`src/rtl/ram_port_arbiter.sv`:
```
// Two-master arbiter for the single physical RAM port: round-robin grant,
// one transaction in flight, fixed read latency, one-cycle done pulse to the owner.
module ram_port_arbiter #(
    parameter int RAM_LATENCY = 2   // legal range 1..15
) (
    input  logic        clk,
    input  logic        reset,
    input  logic [31:0] aRamAddress,
    input  logic [31:0] aRamWrite,
    input  logic        aReadReq,
    input  logic        aWriteReq,
    output logic [31:0] aRamRead,
    output logic        aDone,
    input  logic [31:0] bRamAddress,
    input  logic [31:0] bRamWrite,
    input  logic        bReadReq,
    input  logic        bWriteReq,
    output logic [31:0] bRamRead,
    output logic        bDone,
    input  logic [31:0] phRamRead,
    output logic [31:0] phRamAddress,
    output logic [31:0] phRamWrite,
    output logic        phReadReq,
    output logic        phWriteReq,
    output logic [1:0]  arbState
);

    typedef enum logic [1:0] {
        ST_IDLE  = 2'd0,
        ST_ISSUE = 2'd1,
        ST_WAIT  = 2'd2,
        ST_DONE  = 2'd3
    } stateT;

    typedef struct packed {
        logic        isWrite;
        logic [31:0] addr;
        logic [31:0] data;
    } reqT;

    stateT      state;
    logic       owner;      // 0 = A, 1 = B
    logic       lastGrant;  // 0 = A, 1 = B
    logic       opWrite;
    logic [3:0] waitCnt;

    logic aPending;
    logic bPending;
    logic grantB;
    reqT  selReq;

    // Read wins when both strobes are raised by the same requester.
    always_comb begin
        aPending = aReadReq | aWriteReq;
        bPending = bReadReq | bWriteReq;
        grantB   = bPending & (~aPending | ~lastGrant);
        if (grantB) begin
            selReq.isWrite = bWriteReq & ~bReadReq;
            selReq.addr    = bRamAddress;
            selReq.data    = bRamWrite;
        end else begin
            selReq.isWrite = aWriteReq & ~aReadReq;
            selReq.addr    = aRamAddress;
            selReq.data    = aRamWrite;
        end
    end

    always_ff @(posedge clk) begin
        if (reset) begin
            state        <= ST_IDLE;
            owner        <= 1'b0;
            lastGrant    <= 1'b1;
            opWrite      <= 1'b0;
            waitCnt      <= 4'd0;
            phReadReq    <= 1'b0;
            phWriteReq   <= 1'b0;
            phRamAddress <= 32'd0;
            phRamWrite   <= 32'd0;
            aDone        <= 1'b0;
            bDone        <= 1'b0;
            aRamRead     <= 32'd0;
            bRamRead     <= 32'd0;
        end else begin
            phReadReq  <= 1'b0;
            phWriteReq <= 1'b0;
            aDone      <= 1'b0;
            bDone      <= 1'b0;
            case (state)
                ST_IDLE: begin
                    if (aPending | bPending) begin
                        // Address/data registers double as the transaction latch.
                        owner        <= grantB;
                        lastGrant    <= grantB;
                        opWrite      <= selReq.isWrite;
                        phRamAddress <= selReq.addr;
                        phRamWrite   <= selReq.data;
                        phReadReq    <= ~selReq.isWrite;
                        phWriteReq   <= selReq.isWrite;
                        state        <= ST_ISSUE;
                    end
                end
                ST_ISSUE: begin
                    if (opWrite) begin
                        aDone <= ~owner;
                        bDone <= owner;
                        state <= ST_DONE;
                    end else begin
                        waitCnt <= 4'(RAM_LATENCY);
                        state   <= ST_WAIT;
                    end
                end
                ST_WAIT: begin
                    waitCnt <= waitCnt - 4'd1;
                    if (waitCnt == 4'd1) begin
                        if (owner) bRamRead <= phRamRead;
                        else       aRamRead <= phRamRead;
                        aDone <= ~owner;
                        bDone <= owner;
                        state <= ST_DONE;
                    end
                end
                ST_DONE: state <= ST_IDLE;
                default: state <= ST_IDLE;
            endcase
        end
    end

    assign arbState = state;

endmodule
```
`config.mk`:
```
export PLATFORM = sky130hd
export DESIGN_NAME = ram_port_arbiter
export DESIGN_NICKNAME = d
export VERILOG_FILES = /design/src/rtl/ram_port_arbiter.sv
export SDC_FILE = /design/constraint.sdc
export NUM_CORES = 1
export LEC_CHECK = 0
export CORE_ASPECT_RATIO = 1.5
export CORE_MARGIN = 5
export CORE_UTILIZATION = 35
export DETAILED_ROUTE_END_ITERATION = 7
export PLACE_DENSITY = 0.82
export SLEW_MARGIN = 20
export SYNTH_ARGS = -nofsm -noshare
export SYNTH_HDL_FRONTEND = slang
export SYNTH_SLANG_ARGS = --single-unit
export TNS_END_PERCENT = 20
```
`constraint.sdc`:
```
create_clock -name clk -period 1.7 [get_ports clk]
set_input_delay 0.34 -clock clk [delete_from_list [all_inputs] [get_ports clk]]
set_output_delay 0.34 -clock clk [all_outputs]
set_load 0.1 [all_outputs]
```
==> reports/results.tsv <==
metric	value	unit
outcome	finished, violations left	
failing checks	setup timing	
nets@finish	1182	
VDD IR max	1.48	mV
number of distinct library cells after synthesis	32	
Routed WL per cell	17.8	um
area grow syn2layout	97.3	%
cell chain of the critical path	clkdlybuf4s50_1 -> or4_4 -> and2_4 -> buf_12 -> o21ai_0 -> a21oi_1	
crit path capture type	flop	
Post-synth EDFFs	0	
TritonRoute pass-1 iters	7	
synth warn	0	
clk buf depth	2	
number of cells on the worst hold path	3	
hold_sp	reset	
R2R cell count	6	
required time of the worst setup path	1990	ps
DRC viols	0	
Slew HR	70.0	%
final worst-path cycle share	100	%
routability cong.	0.800	
syn_area_per_cell	7.76	um^2
cts hold-fix bufs	0	
WL final	21900	um
largest net degree at the start of global routing	73	
crit-path max cell delay	570	ps
Mapped Cells	715	
clock-pin transition on the worst setup and hold timing paths	70	ps
CTS tree	built	
Initial Util	35.5	%
Synth Flop Type	dfxtp_1	
H-tree levels	4	
clk_skew	16.6	ps
vias in the first global route	6238	
Min-Delay Path Class	primary input to flop	
r2r endpoint	arbState[0]	
die width	113	um
Fin Setup TNS	-6.08	ps
antenna cell count	0	
Worst-Skew Late Latency	410	ps
slowest CP cell	or4_4	
ys async rst share	0	%
final worst slack	-5.81	ps
via count	6309	
min Tclk post-route	1710	ps
global-route wire length before repair	31700	um
# Post-CTS Setup Buffers	0	
via/cell ratio	5.15	
initial antenna violation count	0	
Filler cells	1091	
GRT overflow	0	
port buffer count	299	
Final Hold Viols	0	
Final Max Tran Viols	0	
Leakage Power	4.21	nW
Hold EP	aRamRead[5]	
clk sinks	141	
worst slew pin tran	445	ps
unrepaired setup endpoints after global routing	yes	
Seq cells post-synth	141	
reg2reg setup slack	40	ps
register area share after synthesis	50.9	%
power density cells	1930	mW/mm^2
clock buffer count from CTS	17	
proportion of layout cells with a drive suffix above 1	21.3	%
RR Startpoint	waitCnt[1]	
Fmax	586	MHz
die area	0.0185	mm^2
CP max FO	34	
CP Class	primary input to flop	
CTS Root Cell	clkbuf_16	
CP delay by family, top	simple AND/OR/NAND/NOR gates	
crit path DAT	1990	ps
buffers and inverters on the worst path	2	
# rows	56	
ANT nets after route	0	
final setup violation count	2	
Critical Path Source Type	primary input	
Syn Nets	887	
die height	164	um
gr usage total	21.6	%
Final Total Pwr	21.1	mW
Synth Cell Area	0.00555	mm^2
Top Ports	300	
Final HPWL DP	15900	um
maximum capacitance violations	0	
final core occ	70.1	%
initial drt markers	346	
area of the core	0.0156	mm^2
[tightest hold or removal path, cell delays in order]
cell	delay (ps)
buf_2	120
buf_12	210
a21oi_1	130
[per-stage QoR]
step | hold slack, ps | setup WS (ps) | instances | instance area [um^2]
final | 438 | -5.81 | 1226 | 10900
after global routing | 439 | -33.9 | 1226 | 10900
after CTS | 414 | -1.83 | 1220 | 10800
after detailed placement | 485 | -463 | 1188 | 10200
after global placement | 479 | -378 | 1188 | 10200
after floorplan | 438 | 4.46 | 715 | 5570
[state kept, by name (all words and copies together) (netlist names)]
name          count
aDone             1
arbState          2
bRamRead         32
lastGrant         1
phRamAddress     32
bDone             1
opWrite           1
phRamWrite       32
aRamRead         32
waitCnt           4
owner             1
phWriteReq        1
phReadReq         1
[cell type report]
class	count	area, um^2	area share [%]
clock inverters	14	121	1.11
inverters	8	30.0	0.274
well taps	203	254	2.32
multi-input cells	511	2460	22.5
flip-flops and latches	141	2830	25.9
repair buffers	331	4810	44.0
clock buffers	18	439	4.01
[metal layers]
| metal | track usage [%] | vias up | part of all wire [%] |
|---|---|---|---|
| met3 | 8.22 | 49 | 9.3 |
| met2 | 39.1 | 314 | 52 |
| li1 | - | 3012 | - |
| met4 | 9.62 | 0 | 3.6 |
| met1 | 21.7 | 2934 | 35 |
| met5 | 0 | - | 0 |
[cell families (layout without fill, tap and decap cells)]
group                      after synthesis  count (layout)  share of synthesized area [%]
DFF                                    141             141                           50.9
buffers and inverters                   63             371                           5.64
muxes                                    2               2                          0.383
and+or+nand+nor                        228             228                           16.6
AOI/OAI and AO/OA                      275             275                           25.1
adders and majority gates                6               6                           1.35
[synth_stat cells (2+ instances only)]
master	instances	share of area [%]
nor3b_1	2	0.27
buf_1	5	0.34
o21ai_0	31	2.8
nor3_1	5	0.45
or2_2	3	0.34
clkbuf_1	29	2.0
and2_1	2	0.23
dfxtp_1	141	51
o21ai_1	39	3.5
ha_1	6	1.4
inv_1	8	0.54
buf_2	13	1.2
nand2_1	198	13
nand3b_1	2	0.27
buf_6	8	1.6
a22oi_1	2	0.27
nor2_1	8	0.54
a21oi_1	199	18
[power by group]
group	switching, mW	internal (mW)
combinational	7.98	4.67
sequential	0.855	4.10
clock	1.57	1.96
[cell usage in the layout (no fill, tap or decap), types with 2 or more instances in the layout]
master and instances:
nor2_1 8, a21oi_1 199, dfxtp_4 2, inv_1 6
or2_2 3, inv_6 6, nor3_2 2, dfxtp_1 139
nand3b_1 2, buf_12 147, clkinv_4 3, clkdlybuf4s50_1 163
clkinvlp_4 2, o21ai_0 30, a22oi_1 2, ha_1 5
buf_4 12, nor3_1 3, buf_6 3, o21ai_1 40
nor3b_1 2, inv_2 2, clkbuf_16 21, inv_8 2
nand2_1 197
[how the worst max path moves through the flow]
| stage | startpoint | slack (ps) | cells past startpoint | end |
|---|---|---|---|---|
| floorplan | arbState[0] | 4 | 7 | aRamRead[24] |
| global placement | bReadReq | -380 | 7 | phRamAddress[5] |
| detailed placement | bReadReq | -460 | 6 | phRamWrite[19] |
| CTS | bWriteReq | -2 | 7 | phRamAddress[16] |
| global route | aReadReq | -30 | 7 | phRamWrite[29] |
| finish | aReadReq | -6 | 6 | phRamWrite[0] |
[timing repair]
item,4_1_cts,5_1_grt
pin swaps,2,4
endpoints found under the setup margin,4,70
gates cloned,0,6
hold endpoints to repair,0,0
resized for setup,2,3
Power figures use the tool's default switching activity.
